`src/rtl/mac_pe_seq_if.sv`:
```
// mac_pe_seq_if: the x input stream and the y result stream of one MAC job.
//   s_valid/s_ready/s_data : signed 8-bit x values flowing into the sequencer
//   m_valid/m_ready/m_data : signed 32-bit results flowing out of the sequencer
// modport slave  : the sequencer side (consumes x, produces y)
// modport master : the DMA / job-source side (produces x, consumes y)
interface mac_pe_seq_if;
    logic        s_valid;
    logic        s_ready;
    logic [7:0]  s_data;
    logic        m_valid;
    logic        m_ready;
    logic [31:0] m_data;

    modport slave  (input  s_valid, s_data, m_ready,
                    output s_ready, m_valid, m_data);
    modport master (output s_valid, s_data, m_ready,
                    input  s_ready, m_valid, m_data);
endinterface

```
`src/rtl/mac_pe_seq.sv`:
```
// mac_pe_seq: runs one single-PE MAC job. Loads the weight into the PE, streams
// cfg_len x values through it with a constant bias on y_in, and buffers the
// results in a small FIFO that drains onto a ready/valid stream.
// Ports:
//   clk, rst_n           clock, asynchronous active-low reset
//   start, abort         1-cycle job control pulses
//   cfg_weight/bias/len  job configuration, sampled on start
//   busy, done, aborted  job status (done/aborted are 1-cycle pulses)
//   err_spurious         sticky: PE returned a result with none in flight
//   issued_cnt           elements issued to the PE in the current/last job
//   bus                  x stream in (s_*) and y stream out (m_*)
//   pe_*                 registered drive to the PE, and its result return
module mac_pe_seq #(
    parameter int OUT_DEPTH = 4,
    parameter int LEN_W     = 16
) (
    input  logic             clk,
    input  logic             rst_n,
    input  logic             start,
    input  logic             abort,
    input  logic [7:0]       cfg_weight,
    input  logic [31:0]      cfg_bias,
    input  logic [LEN_W-1:0] cfg_len,
    output logic             busy,
    output logic             done,
    output logic             aborted,
    output logic             err_spurious,
    output logic [LEN_W-1:0] issued_cnt,
    mac_pe_seq_if.slave      bus,
    output logic             pe_load_weight,
    output logic             pe_valid_in,
    output logic [7:0]       pe_x_in,
    output logic [31:0]      pe_y_in,
    input  logic [31:0]      pe_y_out,
    input  logic             pe_valid_out
);
    localparam int PW = $clog2(OUT_DEPTH);
    localparam int CW = PW + 1;

    typedef enum logic [2:0] {
        S_IDLE, S_LOADW, S_STREAM, S_DRAIN, S_DONE, S_ABORT, S_ABORTED
    } state_t;

    state_t           state_q, state_d;
    logic             busy_q, busy_d;
    logic             done_q, done_d;
    logic             aborted_q, aborted_d;
    logic             err_q, err_d;
    logic             s_ready_q, s_ready_d;
    logic             load_q, load_d;
    logic             pvalid_q, pvalid_d;
    logic [7:0]       px_q, px_d;
    logic [31:0]      py_q, py_d;
    logic [LEN_W-1:0] issued_q, issued_d;
    logic [LEN_W-1:0] len_q, len_d;
    logic [7:0]       w_q, w_d;
    logic [31:0]      bias_q, bias_d;
    logic [CW-1:0]    inflight_q, inflight_d;
    logic [CW-1:0]    cnt_q, cnt_d;
    logic [PW-1:0]    wr_q, wr_d, rd_q, rd_d;
    logic [31:0]      mem_q [OUT_DEPTH];
    logic [31:0]      mem_d [OUT_DEPTH];

    logic accept, ret, spur, push, pop, abort_take;

    always_comb begin
        state_d    = state_q;
        busy_d     = busy_q;
        done_d     = 1'b0;
        aborted_d  = 1'b0;
        err_d      = err_q;
        load_d     = 1'b0;
        pvalid_d   = 1'b0;
        px_d       = px_q;
        py_d       = py_q;
        issued_d   = issued_q;
        len_d      = len_q;
        w_d        = w_q;
        bias_d     = bias_q;
        wr_d       = wr_q;
        rd_d       = rd_q;
        mem_d      = mem_q;

        // s_ready_q is only ever high in STREAM
        accept     = s_ready_q && bus.s_valid;
        ret        = pe_valid_out && (inflight_q != '0);
        spur       = pe_valid_out && (inflight_q == '0);
        // results returning during an abort are discarded, not buffered
        push       = ret && (state_q != S_ABORT);
        pop        = (cnt_q != '0) && bus.m_ready;
        abort_take = abort && (state_q == S_LOADW || state_q == S_STREAM ||
                               state_q == S_DRAIN);

        if (accept) begin
            pvalid_d = 1'b1;
            px_d     = bus.s_data;
            py_d     = bias_q;
            issued_d = issued_q + LEN_W'(1);
        end
        inflight_d = inflight_q + CW'(accept) - CW'(ret);

        if (push) begin
            mem_d[wr_q] = pe_y_out;
            wr_d        = wr_q + PW'(1);
        end
        if (pop) rd_d = rd_q + PW'(1);
        cnt_d = cnt_q + CW'(push) - CW'(pop);

        if (spur) err_d = 1'b1;

        case (state_q)
            S_IDLE: if (start) begin
                len_d    = cfg_len;
                w_d      = cfg_weight;
                bias_d   = cfg_bias;
                issued_d = '0;
                err_d    = 1'b0;
                busy_d   = 1'b1;
                state_d  = (cfg_len != '0) ? S_LOADW : S_DONE;
            end
            S_LOADW: begin
                if (abort_take) state_d = S_ABORT;
                else begin
                    load_d  = 1'b1;
                    px_d    = w_q;
                    state_d = S_STREAM;
                end
            end
            S_STREAM: begin
                if (abort_take)            state_d = S_ABORT;
                else if (issued_d == len_q) state_d = S_DRAIN;
            end
            S_DRAIN: begin
                if (abort_take) state_d = S_ABORT;
                else if (inflight_q == '0 && cnt_q == '0) state_d = S_DONE;
            end
            S_DONE: begin
                done_d  = 1'b1;
                busy_d  = 1'b0;
                state_d = S_IDLE;
            end
            S_ABORT: if (inflight_q == '0) state_d = S_ABORTED;
            S_ABORTED: begin
                aborted_d = 1'b1;
                busy_d    = 1'b0;
                state_d   = S_IDLE;
            end
            default: state_d = S_IDLE;
        endcase

        // abort flushes the buffer; a pop in the abort cycle has already left
        if (abort_take) begin
            cnt_d = '0;
            wr_d  = '0;
            rd_d  = '0;
        end

        // Credit rule: only issue while every in-flight or buffered result
        // still has its own FIFO slot, so the PE never needs back-pressure.
        s_ready_d = (state_d == S_STREAM) && (issued_d < len_d) &&
                    (({1'b0, cnt_d} + {1'b0, inflight_d}) < (CW+1)'(OUT_DEPTH));
    end

    always_ff @(posedge clk or negedge rst_n) begin
        if (!rst_n) begin
            state_q    <= S_IDLE;
            busy_q     <= 1'b0;
            done_q     <= 1'b0;
            aborted_q  <= 1'b0;
            err_q      <= 1'b0;
            s_ready_q  <= 1'b0;
            load_q     <= 1'b0;
            pvalid_q   <= 1'b0;
            px_q       <= '0;
            py_q       <= '0;
            issued_q   <= '0;
            len_q      <= '0;
            w_q        <= '0;
            bias_q     <= '0;
            inflight_q <= '0;
            cnt_q      <= '0;
            wr_q       <= '0;
            rd_q       <= '0;
            for (int i = 0; i < OUT_DEPTH; i++) mem_q[i] <= '0;
        end else begin
            state_q    <= state_d;
            busy_q     <= busy_d;
            done_q     <= done_d;
            aborted_q  <= aborted_d;
            err_q      <= err_d;
            s_ready_q  <= s_ready_d;
            load_q     <= load_d;
            pvalid_q   <= pvalid_d;
            px_q       <= px_d;
            py_q       <= py_d;
            issued_q   <= issued_d;
            len_q      <= len_d;
            w_q        <= w_d;
            bias_q     <= bias_d;
            inflight_q <= inflight_d;
            cnt_q      <= cnt_d;
            wr_q       <= wr_d;
            rd_q       <= rd_d;
            for (int i = 0; i < OUT_DEPTH; i++) mem_q[i] <= mem_d[i];
        end
    end

    assign busy           = busy_q;
    assign done           = done_q;
    assign aborted        = aborted_q;
    assign err_spurious   = err_q;
    assign issued_cnt     = issued_q;
    assign bus.s_ready    = s_ready_q;
    assign bus.m_valid    = (cnt_q != '0);
    assign bus.m_data     = mem_q[rd_q];
    assign pe_load_weight = load_q;
    assign pe_valid_in    = pvalid_q;
    assign pe_x_in        = px_q;
    assign pe_y_in        = py_q;
endmodule

```
`src/flat_wrapper.sv`:
```
// flat-port wrapper written by rule: the top's interface ports become plain ports
module mac_pe_seq_flat 
#(
    parameter int OUT_DEPTH = 4,
    parameter int LEN_W     = 16
)
  (clk, rst_n, start, abort, cfg_weight, cfg_bias, cfg_len, busy, done, aborted, err_spurious, issued_cnt, pe_load_weight, pe_valid_in, pe_x_in, pe_y_in, pe_y_out, pe_valid_out, bus_s_valid, bus_s_data, bus_m_ready, bus_s_ready, bus_m_valid, bus_m_data);
  mac_pe_seq_if bus_i ();
  input  logic clk;
  input  logic rst_n;
  input  logic start;
  input  logic abort;
  input  logic [7:0] cfg_weight;
  input  logic [31:0] cfg_bias;
  input  logic [LEN_W-1:0] cfg_len;
  output logic busy;
  output logic done;
  output logic aborted;
  output logic err_spurious;
  output logic [LEN_W-1:0] issued_cnt;
  output logic pe_load_weight;
  output logic pe_valid_in;
  output logic [7:0] pe_x_in;
  output logic [31:0] pe_y_in;
  input  logic [31:0] pe_y_out;
  input  logic pe_valid_out;
  input wire logic [$bits(bus_i.s_valid)-1:0] bus_s_valid;
  input wire logic [$bits(bus_i.s_data)-1:0] bus_s_data;
  input wire logic [$bits(bus_i.m_ready)-1:0] bus_m_ready;
  output wire logic [$bits(bus_i.s_ready)-1:0] bus_s_ready;
  output wire logic [$bits(bus_i.m_valid)-1:0] bus_m_valid;
  output wire logic [$bits(bus_i.m_data)-1:0] bus_m_data;
  assign bus_i.s_valid = bus_s_valid;
  assign bus_i.s_data = bus_s_data;
  assign bus_i.m_ready = bus_m_ready;
  assign bus_s_ready = bus_i.s_ready;
  assign bus_m_valid = bus_i.m_valid;
  assign bus_m_data = bus_i.m_data;
  mac_pe_seq #(.OUT_DEPTH(OUT_DEPTH), .LEN_W(LEN_W)) u_core (.clk(clk), .rst_n(rst_n), .start(start), .abort(abort), .cfg_weight(cfg_weight), .cfg_bias(cfg_bias), .cfg_len(cfg_len), .busy(busy), .done(done), .aborted(aborted), .err_spurious(err_spurious), .issued_cnt(issued_cnt), .bus(bus_i), .pe_load_weight(pe_load_weight), .pe_valid_in(pe_valid_in), .pe_x_in(pe_x_in), .pe_y_in(pe_y_in), .pe_y_out(pe_y_out), .pe_valid_out(pe_valid_out));
endmodule
```
`config.mk`:
```
export PLATFORM = sky130hd
export DESIGN_NAME = mac_pe_seq_flat
export DESIGN_NICKNAME = d
export VERILOG_FILES = /design/src/rtl/mac_pe_seq_if.sv /design/src/rtl/mac_pe_seq.sv /design/src/flat_wrapper.sv
export SDC_FILE = /design/constraint.sdc
export NUM_CORES = 1
export LEC_CHECK = 0
export BUFFER_PORTS_ARGS = -buffer_cell sky130_fd_sc_hd__buf_2
export CAP_MARGIN = 30
export CORE_MARGIN = 2
export CORE_UTILIZATION = 40
export DETAILED_ROUTE_END_ITERATION = 12
export HOLD_SLACK_MARGIN = 0.15
export PLACE_DENSITY = 0.7
export SLEW_MARGIN = 20
export SYNTH_ARGS = -nofsm -noshare
export SYNTH_HDL_FRONTEND = slang
export SYNTH_SLANG_ARGS = --single-unit
```
`constraint.sdc`:
```
create_clock -name clk -period 7.2 [get_ports clk]
set_input_delay 0.36 -clock clk [delete_from_list [all_inputs] [get_ports clk]]
set_output_delay 0.36 -clock clk [all_outputs]
set_load 0.01 [all_outputs]
```
==> results of run 1 <==
[kinds of logic after synthesis]
group	after synthesis	share of synthesized area (%)
DFF	260	55.20
AOI/OAI and AO/OA	57	3.259
muxes	204	22.43
xor gates and xnor gates	31	2.304
and+or+nand+nor	286	11.33
buffers and inverters	73	2.378
adders and majority gates	28	3.100
[state kept, by name, summed over array words and instances (netlist names), 2 cells and up]
name	cells
u_core.pe_y_in	32
u_core.inflight_q	3
u_core.mem_q	128
u_core.wr_q	2
u_core.pe_x_in	8
u_core.state_q	3
u_core.bias_q	32
u_core.issued_cnt	16
u_core.w_q	8
u_core.rd_q	2
u_core.len_q	16
u_core.cnt_q	3
[critical path, stage by stage, from the launching register on]
cell	delay [ps]
dfrtp_1	500
nand2_4	450
clkinv_4	280
ha_1	290
fa_1	380
xnor2_1	230
xnor2_1	180
ha_1	260
or4_1	490
a311oi_1	220
o211ai_1	120
or4b_1	510
a31oi_1	160
[report_power, final]
group	leakage (nW)	internal, mW	total, mW	switching [mW]
combinational	3.58	1.27	2.41	1.15
sequential	3.23	2.13	2.50	0.371
clock	0.479	0.961	1.54	0.577
[cell usage after synthesis (2+ instances only)]
| master | count |
|---|---|
| xnor2_1 | 15 |
| mux4_2 | 32 |
| xor2_1 | 16 |
| mux2i_1 | 11 |
| a311oi_1 | 2 |
| a31oi_1 | 3 |
| or3_1 | 3 |
| nand3_1 | 6 |
| nor2b_1 | 8 |
| inv_1 | 31 |
| o211ai_1 | 2 |
| dfrtp_1 | 260 |
| nor4_1 | 5 |
| o21ai_0 | 14 |
| nor2_1 | 30 |
| and4_1 | 2 |
| buf_1 | 22 |
| nor3_1 | 7 |
| o22ai_1 | 3 |
| fa_1 | 2 |
| and3_1 | 6 |
| mux2_2 | 161 |
| nand2_1 | 176 |
| ha_1 | 26 |
| a21oi_1 | 12 |
| and2_1 | 16 |
| o21a_1 | 2 |
| nand4_1 | 11 |
| clkbuf_1 | 18 |
| nor3b_1 | 2 |
| a21o_1 | 6 |
| nand2b_1 | 2 |
[cell type report]
class / instances / area, um2 / area share (%)
Tap cell: 384 / 480.5 / 3.188
Clock inverter: 9 / 175.2 / 1.162
Clock buffer: 40 / 817.0 / 5.420
Multi-Input combinational cell: 606 / 5009 / 33.23
Inverter: 32 / 125.1 / 0.8301
Timing Repair Buffer: 295 / 1959 / 13.00
Sequential cell: 260 / 6507 / 43.17
[metrics by stage]
step,setup slack (ps),area (um2),power (mW),util (%)
finish,3040,15070,6.452,52.23
global route,2685,15070,6.882,52.23
CTS,2988,15070,6.522,52.23
detailed placement,3014,13210,4.907,45.78
global placement,3136,13210,4.823,45.78
floorplan,3417,11790,4.130,-
[metal layers]
metal  track usage, %  up-vias
met5                0        -
met4            4.408        0
met3            4.221       49
met2            30.38      253
met1            23.16     4056
li1                 -     3847
[worst paths after layout]
kind | from | endpoint | slack (ps) | cells after the start
worst max-delay path | u_core.bus.s_ready | u_core.bus.s_ready | 3040 | 12
worst min-delay path | cfg_len[11] | u_core.len_q[11] | 180 | 4
worst max register to register | u_core.bus.s_ready | u_core.bus.s_ready | 3040 | 12
worst min register to register | u_core.bias_q[20] | u_core.bias_q[20] | 470 | 2
max in group asynchronous | rst_n | u_core.bias_q[19] | 5490 | 3
min in group asynchronous | rst_n | u_core.mem_q[5] | 430 | 2
==> summary.md, run 1 <==
| Metric | Value |
|---|---|
| Run status | `complete, no violations` |
| Clk_skew | `14.17 ps` |
| Clk sinks | `260` |
| Share of cells above drive strength 1 | `36.63%` |
| Leading cell type in the layout, fill and taps excluded | `dfrtp_1` |
| Cell taking the most area after synthesis | `dfrtp_1` |
| Worst hold slack | `184.6 ps` |
| Die H | `175.7 um` |
| Via density | `5.046` |
| Fin cells | `1626` |
| CTS tree | `yes` |
| CTS root buffer | `clkbuf_16` |
| Worst EP arrival | `4620 ps` |
| Core area | `0.02886 mm2` |
| Total Routed Length | `27.51 mm` |
| Final period util | `57.78%` |
| Top layer in use | `met4` |
| Via count | `8205` |
| Drt first pass iters | `5` |
| Worst Setup End Kind | `flop` |
| VDD IR max | `230.1 uV` |
| GR Overflow Total | `0` |
| Ys flop type | `dfrtp_1` |
| Setup violators final | `0` |
| Syn_nets | `1070` |
| Die area | `0.03085 mm2` |
| PortBufs | `198` |
| Achievable Freq | `240.4 MHz` |
| LEAKAGE | `7.290 nW` |
| Pwr dens | `428.0 mW/mm2` |
| RSZ-0062 raised after global routing | `no` |
| Post-CTS Repair Setup Buffers | `0` |
| H-tree depth | `1` |
| N_diodes | `0` |
| HP Class | `in2reg` |
| Yosys reg bits | `260` |
| Setup tns final | `0 ps` |
| Cell area after synthesis | `0.01179 mm2` |
| Actual slew at the worst max-slew pin | `879.6 ps` |
| FILL cells | `2470` |
| Fin crit period | `4160 ps` |
| Chip width | `175.7 um` |
| Slew HR | `41.36%` |
| Seq/Total Area, Yosys | `55.20%` |
| Placed insts | `1490` |
| Post-DP HPWL | `17.26 mm` |
| Via count of the first global-routing pass | `8694` |
| TritonCTS Buffers | `28` |
| Asr flop ratio synth | `100.0%` |
| Post-layout net count | `1354` |
| CTS Buffer Depth | `3` |
| Max-cap violations | `0` |
| Avg WL per Cell | `16.92 um` |
| DRC | `0` |
| Clock slew at reported path FFs | `60 ps` |
| Final hold violation count | `0` |
| Detail Route Antenna Nets | `0` |
| Met1 WL | `12.07 mm` |
| Critical Path RT | `7660 ps` |
| CP Launch Type | `flop` |
| Crit Path Category | `reg2reg` |
| Clock latency at the later pin of the worst-skew pair | `540 ps` |
| Met2 wire len | `13.04 mm` |
| Synth unique cells | `59` |
| Total GRT Usage | `17.87%` |
| Synth Instances | `939` |
| Io pins | `199` |
| Synth top area share | `55.20%` |
| CTS resizes | `0` |
| Max Fanout on Critical Path | `34` |
| Yosys warns | `0` |
| Pins over their slew limit | `0` |
| CTS hold repair buffers | `87` |
| Largest net degree at the start of global routing | `151` |
| Highest-count cells in the layout ignoring fill and taps | `dfrtp_1, buf_2, nand2_1` |
| Area grow syn2layout | `27.89%` |
| Met3 Routed Length | `1.787 mm` |
| Initial antenna violation count | `0` |
| Global-route wire length before repair | `44.59 mm` |
| Post-Synthesis Mean Instance Area | `12.55 um2` |
| Initial Utilization | `40.84%` |
| Number of synthesized flops with an enable pin | `0` |
| Routability cong. | `0.8720` |
| DR iter-0 viols | `426` |
| Synth top area cells | `dfrtp_1, mux2_2, mux4_2` |
| # rows | `62` |
Note: power is estimated with default switching activity, not from simulation.
==> run 2: changes to the inputs <==
clock period = 3.9 ns   (was 7.2 ns; I/O delays follow)
==> run 2 against run 1 <==
Against the previous run:
- sequential share of layout area fell by 1.2 points
- first-iteration DRC count up 6.3%
- routed wire length grew 5.4%
- critical path depth increased by 3
- sequential power rose by 85%
- count of clock-buffer cells in the layout shrank 4
- register-to-register slack got worse by 2900 ps
- hold slack better by 17 ps
==> summary.md, run 2 (synthesis gave the netlist of run 1 again) <==
| Metric | Value |
|---|---|
| Die area | `0.03085 mm2 (unchanged)` |
| Actual slew at the worst max-slew pin | `611.4 ps (-268.1 ps)` |
| Post-DP HPWL | `18.39 mm (+6.5%)` |
| Pwr dens | `794.6 mW/mm2 (+86%)` |
| Via count | `8416 (+2.6%)` |
| Flip-flop and latch area | `0.006507 mm2 (unchanged)` |
| Fin crit period | `3747 ps (-413.2 ps)` |
| Final instance area | `0.01549 mm2 (+2.8%)` |
| Pins over their slew limit | `0 (unchanged)` |
| Via count of the first global-routing pass | `9074 (+4.4%)` |
| Chip width | `175.7 um (unchanged)` |
| Setup violators final | `0 (unchanged)` |
| Post-layout net count | `1393 (+2.9%)` |
| Placed cell areas | `0.01336 mm2 (+1.1%)` |
| DRC | `0 (unchanged)` |
| Biggest register | `u_core.mem_q` |
| CTS Buffer Depth | `3 (unchanged)` |
| Core area | `0.02886 mm2 (unchanged)` |
| Highest-count cells in the layout ignoring fill and taps | `dfrtp_1, buf_2, nand2_1` |
| Via density | `5.043 (about the same)` |
| Achievable Freq | `266.9 MHz (+11%)` |
| Worst Setup EP | `u_core.bus.s_ready` |
| Max reg flops | `128 (unchanged)` |
| Clk sinks | `260 (unchanged)` |
| Max Fanout on Critical Path | `2 (-94%)` |
| Leading cell type in the layout, fill and taps excluded | `dfrtp_1` |
| Initial antenna violation count | `0 (unchanged)` |
| Worst EP arrival | `4210 ps (-410 ps)` |
| Setup tns final | `0 ps (unchanged)` |
| Run status | `complete, no violations` |
| N_diodes | `0 (unchanged)` |
| Slew HR | `59.24% (+18 points)` |
| Area grow syn2layout | `31.44%` |
| RR Startpoint | `u_core.inflight_q[1]` |
| DR iter-0 viols | `453 (+6.3%)` |
| HP Class | `in2async` |
| Final hold violation count | `0 (unchanged)` |
| Share of cells above drive strength 1 | `38.91% (+2.3 points)` |
| Clock slew at reported path FFs | `60 ps (about the same)` |
| CP startpoint | `u_core.inflight_q[1]` |
| R2R setup slack | `150 ps (-2890 ps)` |
| Detail Route Antenna Nets | `0 (unchanged)` |
| Global-route wire length before repair | `47.44 mm (+6.4%)` |
| Total Routed Length | `29.01 mm (+5.4%)` |
| Crit Path Category | `reg2reg` |
| R2R Path End | `u_core.bus.s_ready` |
| Final period util | `96.07% (+38 points)` |
| FILL cells | `2469 (-0.040%)` |
| CTS tree | `yes` |
| Initial Utilization | `40.84% (unchanged)` |
| LEAKAGE | `7.504 nW (+2.9%)` |
| CTS root buffer | `clkbuf_16` |
| PortBufs | `198 (unchanged)` |
| # rows | `62 (unchanged)` |
| Worst Setup End Kind | `flop` |
| Io pins | `199 (unchanged)` |
| Clock latency at the later pin of the worst-skew pair | `540 ps (about the same)` |
| TritonCTS Buffers | `29 (+3.6%)` |
| Routability cong. | `0.8413 (-3.5%)` |
| Total GRT Usage | `19.04% (+1.2 points)` |
| Clk_skew | `12.55 ps (-1.624 ps)` |
| Worst hold slack | `201.5 ps (+16.92 ps)` |
| Avg WL per Cell | `17.38 um (+2.7%)` |
| Drt first pass iters | `4 (-1)` |
| H-tree depth | `1 (unchanged)` |
| Multi-input logic area | `0.005086 mm2 (+1.5%)` |
| GR Overflow Total | `0 (unchanged)` |
| Largest net degree at the start of global routing | `105 (-30%)` |
| Critical Path RT | `4360 ps (-3300 ps)` |
| CP Launch Type | `flop` |
| VDD IR max | `374.2 uV (+63%)` |
| Max-cap violations | `0 (unchanged)` |
| Total power | `12.31 mW (+91%)` |
| Die H | `175.7 um (unchanged)` |
| Worst reg2reg path depth | `15 (+3)` |
## run 2: cell count changes in the layout (fill, tap and decap cells not counted), sizes merged
cell         delta
buf            +22
clkbuf          -4
dlygate4sd3    +16
clkinv          +8
clkinvlp        -1
inv             +3
bufinv          -1
## run 2: layout make-up
cell class                 count  area share, %
inverter                      32         0.8076
sequential                   260          42.00
multi-input combinational    606          32.83
tap                          384          3.101
clock inverter                18          1.316
timing repair buffer         333          14.83
clock buffer                  36          5.112
## run 2: layer usage
layer | track usage (%) | share of wire [%] | up-vias
li1 | - | - | 3922
met1 | 24.52 | 43 | 4180
met2 | 32.33 | 48 | 261
met3 | 4.784 | 6.7 | 53
met4 | 4.683 | 2.3 | 0
met5 | 0 | 0 | -
## run 2: worst min path at each step
stage	to	slack [ps]	depth (start not counted)
floorplan	u_core.aborted	-100	0
global placement	u_core.mem_q[100]	200	1
detailed placement	u_core.mem_q[100]	190	1
CTS	u_core.mem_q[71]	200	2
global route	u_core.mem_q[71]	230	2
finish	u_core.mem_q[4]	200	2
## run 2: worst max-delay path, stage by stage, from the launching register on
cell and delay (ps):
dfrtp_1 380, or3_4 400, nand2_2 90, inv_2 40, ha_4 250, inv_2 30, ha_2 160, fa_2 360
xnor2_2 200, xnor2_2 160, ha_4 230, or4_4 410, a311oi_2 200, o211ai_1 110, or4b_1 510, a31oi_1 160
## run 2: what timing repair did
action / in CTS / in global routing
setup endpoints to repair: 1 / 1
hold buffers: 103 / 0
buffers inserted: 1 / 3
pin swaps: 9 / 10
resized for setup: 6 / 10
endpoints found under the hold margin: 269 / 0
## run 2: metrics by stage
| stage | util, % | instances | setup slack [ps] |
|---|---|---|---|
| floorplan | - | 939 | 117.3 |
| global placement | 46.29 | 1508 | -2.453 |
| detailed placement | 46.29 | 1508 | -57.62 |
| CTS | 53.43 | 1666 | 27.54 |
| global route | 53.69 | 1669 | -1.369 |
| finish | 53.69 | 1669 | 153.2 |
## run 2: power breakdown
group	total, mW	internal (mW)	switching, mW
Sequential	4.62	3.93	0.691
Combinational	4.88	2.59	2.28
Clock	2.82	1.71	1.11
